==> src/rtl/button_debouncer_pkg.sv <==
// Shared game constants: sample strobe rate and the default debounce window.
package button_debouncer_pkg;

  localparam int TICK_HZ              = 500;
  localparam int DEFAULT_STABLE_TICKS = 10;

endpackage

==> src/rtl/debounce_channel.sv <==
// One button channel: 2-flop synchronizer, stability counter, LOW/HIGH state
// machine and registered level / press / release outputs.
module debounce_channel #(
  parameter int STABLE_TICKS = 10
) (
  input  logic clk,
  input  logic rst_n,
  input  logic tick,
  input  logic raw,
  output logic level,
  output logic press,
  output logic rel
);

  localparam int                CNT_W = $clog2(STABLE_TICKS + 1);
  localparam logic [CNT_W-1:0] LAST  = CNT_W'(STABLE_TICKS - 1);

  typedef enum logic {
    LOW  = 1'b0,
    HIGH = 1'b1
  } state_t;

  state_t           state;
  logic [1:0]       sync_q;
  logic [CNT_W-1:0] cnt;
  logic             sync;

  assign sync = sync_q[1];

  // A change is accepted only on the STABLE_TICKS-th consecutive disagreeing
  // tick; any agreeing tick throws away the accumulated progress.
  always_ff @(posedge clk or negedge rst_n) begin
    if (!rst_n) begin
      sync_q <= '0;
      state  <= LOW;
      cnt    <= '0;
      level  <= 1'b0;
      press  <= 1'b0;
      rel    <= 1'b0;
    end else begin
      sync_q <= {sync_q[0], raw};
      press  <= 1'b0;
      rel    <= 1'b0;
      if (tick) begin
        case (state)
          LOW: begin
            if (!sync)             cnt <= '0;
            else if (cnt == LAST) begin
              state <= HIGH;
              level <= 1'b1;
              press <= 1'b1;
              cnt   <= '0;
            end else               cnt <= cnt + CNT_W'(1);
          end
          HIGH: begin
            if (sync)              cnt <= '0;
            else if (cnt == LAST) begin
              state <= LOW;
              level <= 1'b0;
              rel   <= 1'b1;
              cnt   <= '0;
            end else               cnt <= cnt + CNT_W'(1);
          end
          default: state <= LOW;
        endcase
      end
    end
  end

endmodule

==> src/rtl/button_debouncer.sv <==
// Multi-channel push-button debouncer sampled on the game's 500 Hz strobe.
module button_debouncer
  import button_debouncer_pkg::*;
#(
  parameter int NUM_BTN      = 4,
  parameter int STABLE_TICKS = DEFAULT_STABLE_TICKS
) (
  input  logic               clk,
  input  logic               rst_n,
  input  logic               clk_500hz,
  input  logic [NUM_BTN-1:0] btn_raw,
  output logic [NUM_BTN-1:0] btn_level,
  output logic [NUM_BTN-1:0] btn_press,
  output logic [NUM_BTN-1:0] btn_release
);

  for (genvar i = 0; i < NUM_BTN; i++) begin : g_ch
    debounce_channel #(
      .STABLE_TICKS(STABLE_TICKS)
    ) u_ch (
      .clk  (clk),
      .rst_n(rst_n),
      .tick (clk_500hz),
      .raw  (btn_raw[i]),
      .level(btn_level[i]),
      .press(btn_press[i]),
      .rel  (btn_release[i])
    );
  end

endmodule

==> config.mk <==
export PLATFORM = sky130hd
export DESIGN_NAME = button_debouncer
export DESIGN_NICKNAME = d
export VERILOG_FILES = /design/src/rtl/button_debouncer_pkg.sv /design/src/rtl/debounce_channel.sv /design/src/rtl/button_debouncer.sv
export SDC_FILE = /design/constraint.sdc
export NUM_CORES = 1
export LEC_CHECK = 0
export BUFFER_PORTS_ARGS = -buffer_cell sky130_fd_sc_hd__buf_2
export CORE_ASPECT_RATIO = 0.6
export CORE_MARGIN = 10
export CORE_UTILIZATION = 41
export CTS_BUF_LIST = sky130_fd_sc_hd__clkbuf_8
export CTS_CLUSTER_DIAMETER = 50
export DETAILED_ROUTE_END_ITERATION = 12
export PLACE_DENSITY = 0.66
export SETUP_SLACK_MARGIN = 0.3
export SLEW_MARGIN = 40
export SYNTH_ARGS = -nofsm -noshare
export SYNTH_HDL_FRONTEND = slang
export SYNTH_SLANG_ARGS = --single-unit
==> constraint.sdc <==
create_clock -name clk -period 1.46 [get_ports clk]
set_input_delay 0.146 -clock clk [delete_from_list [all_inputs] [get_ports clk]]
set_output_delay 0.146 -clock clk [all_outputs]
set_load 0.005 [all_outputs]
---- Word-level counts from Yosys, hierarchy flattened ----
Index checks and enable logic that the tools add are counted.
storage, ports and cells
  bits in registers ....................... 40
  output and inout bits ................... 12
  word-level logic and storage cells ...... 132
operators by class
  add/subtract/negate cells ............... 4
  eq/ne operators ......................... 20
  muxes and demuxes ....................... 76
  bitwise operators ....................... 4
  reduce and logical (&&, ||, !) cells .... 4
operator list
  kind                                                    number
  two-way mux 1 bit                                       52
  two-way mux 4 bit                                       12
  case mux 4 bit (2 select lines)                         4
  AND reduction 5 bit                                     4
  adder 4 x 1 -> 4 bit (second input constant)            4
  equality test 4 bit (second input constant)             4
  inequality test 2 x 1 -> 1 bit (second input constant)  8
  inequality test 2 bit (second input constant)           8
  case mux 1 bit (2 select lines)                         8
  inverter 1 bit                                          4

---- Depth between registers and ports, before layout ----
Gate-level depths: netlist of run 1.
  word-level depth ........................ 5
  gate-level depth with buffers ........... 5
  depth with buffers taken out ............ 5

---- By module ----
Synthesis of run 1 repeated with hierarchy kept, for this count alone.
unflattened totals
  cell total of the unflattened synthesis .. 152
  area total of the unflattened synthesis .. 1826.8 um^2
modules (own cells, without submodules)
  module            instances  cells an instance  area each (um^2)  seq. area each (um^2)
  debounce_channel  4          38                 456.7             250.2

---- Least setup slack after synthesis of run 1 ----
OpenSTA, ideal clock, no wires.
  path kind ............................... register -> register
  start ................................... reg g_ch[0].u_ch.cnt[1]
  end ..................................... reg (tool-made name)
  arrival time ............................ 1137 ps
  setup slack ............................. 196 ps
  cell stages (with the launch flop) ...... 5
  period minus slack after synthesis ...... 1264 ps
  cell sequence ........................... dfrtp_1 -> inv_1 -> ha_1 -> nand4b_1 -> mux2_1
RTL lines
  what                    line                    source
  start, declared         debounce_channel.sv:25  logic [CNT_W-1:0] cnt;
  start signal, assigned  debounce_channel.sv:53  end else cnt <= cnt + CNT_W'(1);
  start signal, assigned  debounce_channel.sv:62  end else cnt <= cnt + CNT_W'(1);

==> key figures, run 1 <==
Finish
  • Most frequent cells in the layout: dfrtp_1 (37), buf_4 (19), buf_2 (18), inv_1 (9), nand2_1 (9)
  • Area growth, synth to finish: 31.3%
  • Fillcell total: 393
  • Layout cells sized above 1: 44.7%
  • Number of antenna diodes: 0
  • # nets final: 213
  • Most common cell after layout, fill and taps aside: dfrtp_1

Floorplanning
  • Starting Density: 41.9%
  • Rows: 19
  • Die X: 108 um
  • Die Y: 72.6 um
  • Core box area: 4520 sq um
  • I/O pins: 19
  • Die area: 7820 sq um

Yosys
  • Top_reg_cell synth: dfrtp_1
  • Avg Inst Size Synth: 11.8 sq um
  • XOR/XNOR Fraction of Synth Area: 3.11%
  • Largest family of logic cells by synthesized area: simple AND/OR/NAND/NOR gates
  • Mux cell area share after synthesis: 4.43%
  • Yosys warns: 0
  • Syn Nets: 175
  • Mapped cell area: 1890 sq um
  • Post-synthesis compound-gate area fraction: 11.5%
  • Number of flops mapped to enable cells by yosys: 0
  • Register area share after synthesis: 52.9%
  • Async SR Flop Fraction: 100%
  • Post-Syn Instances: 160
  • Adder-Cell Fraction of Synth Area: 5.29%
  • Yosys reg bits: 40
  • Yosys cell types: 40
  • Simple-gate share of the synthesized area: 14.2%

Timing
  • Final Hold Fails: 0
  • Minimum hold slack: 0.278 ns
  • RSZ-0062 raised after global routing: true
  • Skew final: 0.00662 ns
  • Slew Limit Fails: 0
  • Relative slew slack: 71.3%
  • Max Freq: 0.748 GHz
  • Fin crit share: 91.6%
  • Final setup TNS: 0 ns
  • Final worst slack: 0.123 ns
  • Final Setup Violations: 0
  • Min Clock Period, post-route: 1.34 ns
  • Worst-margin pin slew: 0.430 ns

Power
  • Total internal power: 2.02 mW
  • Sequential power share: 47.0%
  • Sw frac: 30.1%
  • Combinational power share: 26.6%
  • Psw: 0.870 mW
  • VDD IR max: 0.000811 V
  • Clk pwr share: 26.4%
  • LEAKAGE: 1.12 nW
  • Pwr dens: 1160 nW/um^2

Global route
  • Vias in the first global route: 1404
  • Antenna violations before repair: 0
  • Global route total overflow: 0
  • Largest net degree at the start of global routing: 25
  • Global-route wire length before repair: 6500 um
  • Tot GR Track Use: 10.6%

Routing
  • Routed length per instance: 15.2 um
  • Drt first pass iters: 4
  • Drt initial violations: 15
  • DR DRC count: 0
  • DRT antenna net count: 0
  • Via density: 5.03
  • Vias: 1318
  • Post-Route WL: 3980 um

Setup path
  • CP arrival: 1.53 ns
  • Crit path launch type: register
  • CP Class: reg -> reg
  • Critical Path Fanout Max: 4
  • WP data required: 1.65 ns
  • Worst setup EP type: register

Clock tree
  • Number of CTS-inserted buffers: 5
  • CTS Root Cell: clkbuf_8
  • Clock-pin slew on the worst setup and hold paths: 0.08 ns
  • TritonCTS clock tree: built
  • CTS max path bufs: 2
  • CTS HTree Levels: 2
  • CTS Sinks: 40
  • Worst-Skew Late Latency: 0.30 ns

Place
  • I/O Buffers: 18
  • Hpwl dp: 2470 um
  • Setup WS pre-CTS: 0.0997 ns
  • Routability Congestion: 0.713

Worst hold path
  • Worst hold-check path type: in -> reg

Run status
  • Status: completed

Flow run
  • Max cap viols: 0
[cell families (layout without fill, tap and decap cells)]
logic type,count (synthesis),count (layout)
fa+ha+maj,8,8
mux,8,8
flops,40,40
xor+xnor,5,5
compound gates,29,29
buf+inv,29,68
simple gates,41,41
[state kept, by name, summed over array words and instances, names as in the netlist, named ones only]
| signal | cells |
|---|---|
| g_ch.u_ch.cnt | 16 |
| g_ch.u_ch.level | 4 |
| g_ch.u_ch.rel | 4 |
| g_ch.u_ch.press | 4 |
| g_ch.u_ch.sync_q | 8 |
[routing by layer]
metal,global-route usage [%],wire [um]
met1,11.5,1540
met2,17.8,2180
met3,4.23,203
met4,5.16,63
met5,0,0
[power groups by stage]
stage | logic (mW) | registers (mW) | clock network, mW
after global routing | 0.841 | 1.37 | 0.839
after floorplan | 0.306 | 1.33 | 0
final | 0.768 | 1.36 | 0.764
after global placement | 0.370 | 1.35 | 0
after CTS | 0.623 | 1.33 | 0.781
after detailed placement | 0.400 | 1.37 | 0
[what timing repair did]
action | 4_1_cts | 5_1_grt
pin swaps | 14 | 16
endpoints found under the setup margin | 29 | 29
hold endpoints to repair | 20 | 0
hold buffers | 5 | 0
buffers inserted | 18 | 3
cloned | 0 | 0
gates resized for setup | 16 | 28
[per-stage QoR]
stage | instances | power [mW] | instance area (sq um) | util, %
after floorplan | 160 | 1.64 | 1890 | -
after global placement | 228 | 1.72 | 1980 | 43.8
after detailed placement | 228 | 1.77 | 1980 | 43.8
after CTS | 259 | 2.74 | 2320 | 51.4
after global routing | 262 | 3.05 | 2480 | 55.0
final | 262 | 2.89 | 2480 | 55.0
[final cells by class]
type                    count  area (sq um)  area share [%]
clock inverters             2          10.0           0.403
inverters                  14          52.6            2.11
repair buffers             46           337            13.5
flip-flops and latches     40          1000            40.4
well taps                  63          78.8            3.17
multi-input cells          91           920            37.0
clock buffers               6          82.6            3.32
[path summary, 6_finish.rpt]
check	from	end	slack [ns]	depth (start not counted)
max reg2reg	g_ch[1].u_ch.cnt[1]	register	0.12	4
min	clk_500hz	g_ch[0].u_ch.cnt[0]	0.28	2
min in group asynchronous	rst_n	g_ch[2].u_ch.level	0.31	2
max	g_ch[1].u_ch.cnt[1]	register	0.12	4
min reg2reg	g_ch[0].u_ch.sync_q[0]	g_ch[0].u_ch.sync_q[1]	0.35	0
max in group asynchronous	rst_n	g_ch[3].u_ch.sync_q[1]	0.67	3
[Yosys cell counts, types with 2 or more instances]
cell,number,share of area (%)
nand2_1,12,2.4
mux2i_1,5,2.6
nand3_1,3,0.79
dfrtp_1,40,53
o21ai_0,4,1.1
o211ai_1,3,1.2
xor2_1,2,0.93
nor3_1,3,0.79
o211ai_2,2,1.3
and4b_1,2,1.1
nand3b_1,3,1.2
nand2b_1,2,0.66
nand4_1,2,0.66
ha_1,8,5.3
xor2_2,2,1.7
o21ai_1,3,0.79
buf_4,14,5.6
a21boi_1,2,0.79
inv_1,14,2.8
o22ai_1,5,1.7
nor3b_2,3,2.0
nand4b_1,5,2.3
mux2_1,3,1.8
a21oi_1,2,0.53
[critical path, cell delays in order (launching register included)]
cell and delay, ns:
dfrtp_1 0.40, inv_2 0.08, ha_4 0.14, nand4b_1 0.24, mux2_4 0.37
(Power assumes the default switching activity.)
==> run 2: changes to the inputs <==
--- a/config.mk
+++ b/config.mk
@@ -5,7 +5,7 @@
 export SDC_FILE = /design/constraint.sdc
 export NUM_CORES = 1
 export LEC_CHECK = 0
-export BUFFER_PORTS_ARGS = -buffer_cell sky130_fd_sc_hd__buf_2
+export BUFFER_PORTS_ARGS = -buffer_cell sky130_fd_sc_hd__clkbuf_2
 export CORE_ASPECT_RATIO = 0.6
 export CORE_MARGIN = 10
 export CORE_UTILIZATION = 41
==> key figures, run 2 (synthesis results as in run 1) <==
Global route
  • Global route total overflow: 0
  • Antenna violations before repair: 0
  • Global-route wire length before repair: 6310 um
  • Largest net degree at the start of global routing: 41
  • Tot GR Track Use: 9.98%
  • Vias in the first global route: 1431

Routing
  • DR DRC count: 0
  • Drt first pass iters: 4
  • Routed length per instance: 14.6 um
  • Vias: 1306
  • Post-Route WL: 3810 um
  • DRT antenna net count: 0
  • Drt initial violations: 53
  • Via density: 5.00

Clock tree
  • Clock-pin slew on the worst setup and hold paths: 0.08 ns
  • Worst-Skew Late Latency: 0.30 ns
  • Number of CTS-inserted buffers: 5
  • CTS HTree Levels: 2
  • TritonCTS clock tree: built
  • CTS max path bufs: 2
  • CTS Sinks: 40
  • CTS Root Cell: clkbuf_8

Timing
  • RSZ-0062 raised after global routing: true
  • Slew Limit Fails: 0
  • Skew final: 0.00354 ns
  • Minimum hold slack: 0.321 ns
  • Final Setup Violations: 0
  • Final setup TNS: 0 ns
  • Final Hold Fails: 0
  • Worst-margin pin slew: 0.506 ns
  • Max Freq: 0.758 GHz
  • Relative slew slack: 66.3%
  • Fin crit share: 90.4%
  • Min Clock Period, post-route: 1.32 ns

Setup path
  • Max stage delay on crit path: 0.40 ns
  • CP Depth: 4
  • Crit-path cells: inv_2 > ha_4 > nand4b_1 > mux2_4
  • CP arrival: 1.50 ns
  • Worst setup path start: g_ch[0].u_ch.cnt[1]
  • Worst Path Buf+Inv: 1
  • Critical path's top delay family: flip-flops
  • R2R setup slack: 0.14 ns
  • Worst setup EP type: register
  • Worst path slowest cell: dfrtp_1
  • Critical Path Fanout Max: 4
  • WP data required: 1.64 ns
  • Crit path launch type: register
  • R2R depth: 4
  • Worst reg2reg path startpoint: g_ch[0].u_ch.cnt[1]
  • CP Class: reg -> reg

Floorplanning
  • Die X: 108 um
  • Starting Density: 41.9%
  • Rows: 19
  • Die area: 7820 sq um
  • Core box area: 4520 sq um
  • I/O pins: 19
  • Die Y: 72.6 um

Flow run
  • Max cap viols: 0

Place
  • Placed insts: 229
  • I/O Buffers: 18
  • Routability Congestion: 0.786
  • Hpwl dp: 2300 um

Finish
  • Largest registers: g_ch.u_ch.cnt: 16 flops, g_ch.u_ch.sync_q: 8 flops
  • Number of antenna diodes: 0
  • Layout Utilization: 53.6%
  • Layout cells sized above 1: 42.9%
  • Most common cell after layout, fill and taps aside: dfrtp_1
  • Most frequent cells in the layout: dfrtp_1 (33), buf_4 (21), clkbuf_2 (18), inv_1 (11), nand2_1 (10)
  • Biggest register: g_ch.u_ch.cnt
  • Largest register FFs: 16
  • # nets final: 212
  • Finished Layout Cells: 261
  • Area growth, synth to finish: 27.9%

Power
  • Pwr dens: 1170 nW/um^2
  • VDD IR max: 0.000488 V
  • LEAKAGE: 1.11 nW
  • Total power: 2.83 mW

Run status
  • Status: completed

Worst hold path
  • Hold Crit Start: clk_500hz
  • Worst hold-check path type: in -> reg
## run 2: cell count changes in the layout (fill, tap and decap cells not counted), moves of 2 or more
cell and delta:
inv_1 +2, clkbuf_2 +18, dfrtp_1 -4, dfrtp_2 +4, buf_2 -18, nor3_1 +2
nand2_2 -2, nor3_2 -2, buf_6 -2, buf_4 +2, clkinv_2 -2
## run 2: routing by layer
| layer | track usage (%) | wire (um) | vias to the layer above | part of all wire [%] |
|---|---|---|---|---|
| met2 | 18.2 | 1990 | 31 | 52 |
| met4 | 4.57 | 61 | 0 | 1.6 |
| met5 | 0 | 0 | - | 0 |
| li1 | - | - | 621 | - |
| met3 | 3.70 | 197 | 9 | 5.2 |
| met1 | 9.99 | 1560 | 645 | 41 |
## run 2: final cells by class
cell class | instances | area (sq um)
tap | 63 | 78.8
clock buffer | 6 | 82.6
sequential | 40 | 1010
multi-input combinational | 91 | 880
inverter | 14 | 52.6
clock inverter | 2 | 7.51
timing repair buffer | 45 | 309
fill | 390 | 2100
## run 2: how the worst min path moves through the flow
stage,cells past startpoint,slack [ns],end
after CTS,2,0.32,g_ch[1].u_ch.cnt[1]
after floorplan,0,-0.15,async pin
after global routing,2,0.34,g_ch[0].u_ch.cnt[1]
after detailed placement,2,0.24,g_ch[2].u_ch.sync_q[0]
after global placement,2,0.23,g_ch[2].u_ch.sync_q[0]
final,2,0.32,g_ch[1].u_ch.cnt[1]
## run 2: timing repair
item                                   in CTS  in global routing
hold buffers                                5                  0
buffers inserted                           13                  6
gates resized for setup                    15                 26
setup endpoints to repair                  23                 30
endpoints found under the hold margin      44                  0
pin swaps                                  10                 11
## run 2: power by group
group | internal [mW] | leakage, nW | switching [mW]
combinational | 0.392 | 0.554 | 0.315
clock | 0.372 | 0.0538 | 0.388
sequential | 1.22 | 0.505 | 0.145
total | 1.98 | 1.11 | 0.848
## run 2: metrics by stage
| stage | worst slack (ns) | instance area, sq um |
|---|---|---|
| final | 0.140 | 2420 |
| after detailed placement | 0.0660 | 1970 |
| after global routing | 0.0623 | 2420 |
| after floorplan | 0.196 | 1890 |
| after global placement | 0.153 | 1970 |
| after CTS | 0.149 | 2270 |
==> run 3: changes to the inputs <==
==> constraint.sdc (replaced) <==
create_clock -name clk -period 1.5 [get_ports clk]
set_input_delay 0.15 -clock clk [delete_from_list [all_inputs] [get_ports clk]]
set_output_delay 0.15 -clock clk [all_outputs]
set_load 0.005 [all_outputs]
==> key figures, run 3 (synthesis results as in run 1) <==
Floorplanning
  • Core box area: 4520 sq um
  • Die X: 108 um
  • Die area: 7820 sq um
  • Die Y: 72.6 um
  • Rows: 19
  • Starting Density: 41.9%
  • I/O pins: 19

Setup path
  • Worst reg2reg path startpoint: g_ch[1].u_ch.cnt[1]
  • Worst Path Buf+Inv: 1
  • Worst setup path start: g_ch[1].u_ch.cnt[1]
  • Worst setup EP type: register
  • WP data required: 1.67 ns
  • Crit path launch type: register
  • R2R depth: 4
  • Worst path slowest cell: dfrtp_1
  • Critical path's top delay family: flip-flops
  • Critical Path Fanout Max: 4
  • CP arrival: 1.51 ns
  • Max stage delay on crit path: 0.40 ns
  • CP Depth: 4
  • R2R setup slack: 0.16 ns
  • CP Class: reg -> reg
  • Crit-path cells: inv_2 > ha_4 > nand4b_1 > mux2_4

Finish
  • Number of antenna diodes: 0
  • Largest registers: g_ch.u_ch.cnt: 16 flops, g_ch.u_ch.sync_q: 8 flops
  • Area growth, synth to finish: 22.5%
  • Fillcell total: 397
  • Biggest register: g_ch.u_ch.cnt
  • Layout cells sized above 1: 38.9%
  • Most common cell after layout, fill and taps aside: dfrtp_1
  • # nets final: 210
  • Most frequent cells in the layout: dfrtp_1 (38), buf_4 (20), clkbuf_2 (18), inv_1 (10), nand2_1 (7)
  • Largest register FFs: 16

Routing
  • Met3 WL: 200 um
  • DR DRC count: 0
  • DRT antenna net count: 0
  • M1 WL: 1440 um
  • Wire length on met2: 1880 um
  • Post-Route WL: 3590 um
  • Max layer used: met4
  • Routed length per instance: 14.0 um
  • Drt first pass iters: 4
  • Via density: 5.06
  • Vias: 1296
  • Drt initial violations: 22

Clock tree
  • TritonCTS clock tree: built
  • CTS Sinks: 40
  • Number of CTS-inserted buffers: 5
  • CTS max path bufs: 2
  • Clock-pin slew on the worst setup and hold paths: 0.07 ns
  • Worst-Skew Late Latency: 0.29 ns
  • CTS Root Cell: clkbuf_8
  • CTS HTree Levels: 2

Power
  • Sw frac: 28.7%
  • Clk pwr share: 24.6%
  • Pwr dens: 1100 nW/um^2
  • Sequential power share: 51.4%
  • Total internal power: 1.82 mW
  • LEAKAGE: 1.05 nW
  • VDD IR max: 0.000628 V
  • Psw: 0.732 mW
  • Total power: 2.55 mW
  • Combinational power share: 24.0%

Place
  • Hpwl dp: 2370 um
  • Routability Congestion: 0.780
  • I/O Buffers: 18

Global route
  • Global route total overflow: 0
  • Largest net degree at the start of global routing: 41
  • Vias in the first global route: 1393
  • Tot GR Track Use: 9.61%
  • Global-route wire length before repair: 6040 um
  • Antenna violations before repair: 0

Worst hold path
  • Worst hold-check path type: in -> reg

Timing
  • Final Hold Fails: 0
  • Worst-margin pin slew: 0.491 ns
  • Relative slew slack: 67.3%
  • RSZ-0062 raised after global routing: true
  • Max Freq: 0.745 GHz
  • Fin crit share: 89.4%
  • Slew Limit Fails: 0
  • Final Setup Violations: 0
  • Skew final: 0.00244 ns
  • Min Clock Period, post-route: 1.34 ns
  • Final setup TNS: 0 ns

Flow run
  • Max cap viols: 0

Run status
  • Status: completed
## run 3: changes by cell type in the layout (fill, tap and decap cells not counted), sizes merged
cell    delta
clkbuf     -1
inv        -2
buf        -2
## run 3: stage by stage
step	cells	setup WS (ns)	utilization (%)	hold slack [ns]	instance area (sq um)
after floorplan	160	0.236	-	-0.146	1890
after global routing	256	0.0933	51.3	0.348	2320
after global placement	228	0.194	43.5	0.230	1970
final	256	0.159	51.3	0.329	2320
after detailed placement	228	0.124	43.5	0.241	1970
after CTS	250	0.199	49.3	0.306	2230
## run 3: how the worst min path moves through the flow
stage | start | cells after the start | slack (ns) | endpoint
finish | clk_500hz | 2 | 0.33 | g_ch[0].u_ch.cnt[1]
global route | clk_500hz | 2 | 0.35 | g_ch[0].u_ch.cnt[1]
CTS | clk_500hz | 2 | 0.31 | g_ch[0].u_ch.cnt[1]
detailed placement | rst_n | 2 | 0.24 | g_ch[2].u_ch.sync_q[0]
global placement | rst_n | 2 | 0.23 | g_ch[2].u_ch.sync_q[0]
floorplan | rst_n | 0 | -0.15 | async pin
## run 3: power groups by stage
stage,clock [mW],sequential [mW],combinational (mW)
2_1_floorplan,0,1.30,0.298
4_1_cts,0.653,1.30,0.555
3_5_place_dp,0,1.33,0.386
5_1_grt,0.701,1.32,0.690
3_3_place_gp,0,1.31,0.353
6_report,0.629,1.31,0.613
## run 3: final cells by class
cell class	instances	area, sq um	area share (%)
clock buffer	5	68.8	2.97
sequential	40	1000	43.3
timing repair buffer	43	290	12.5
tap	63	78.8	3.40
inverter	14	52.6	2.27
multi-input combinational	91	823	35.5
## run 3: repair_timing
action                                 in CTS  in global routing
endpoints found under the hold margin      44                  0
setup buffers                              12                  6
hold buffers                                5                  0
pin swaps                                   5                 17
setup endpoints to repair                  21                 26
resized for setup                          14                 12
## run 3: per-layer routing
layer	up-vias	track usage, %
li1	614	-
met1	652	9.51
met5	-	0
met3	10	4.59
met4	0	3.98
met2	20	17.1
## run 3: worst register-to-register path, cell delays in order, from the launching register on
cell and delay [ns]:
dfrtp_1 0.40, inv_2 0.08, ha_4 0.13, nand4b_1 0.24, mux2_4 0.38
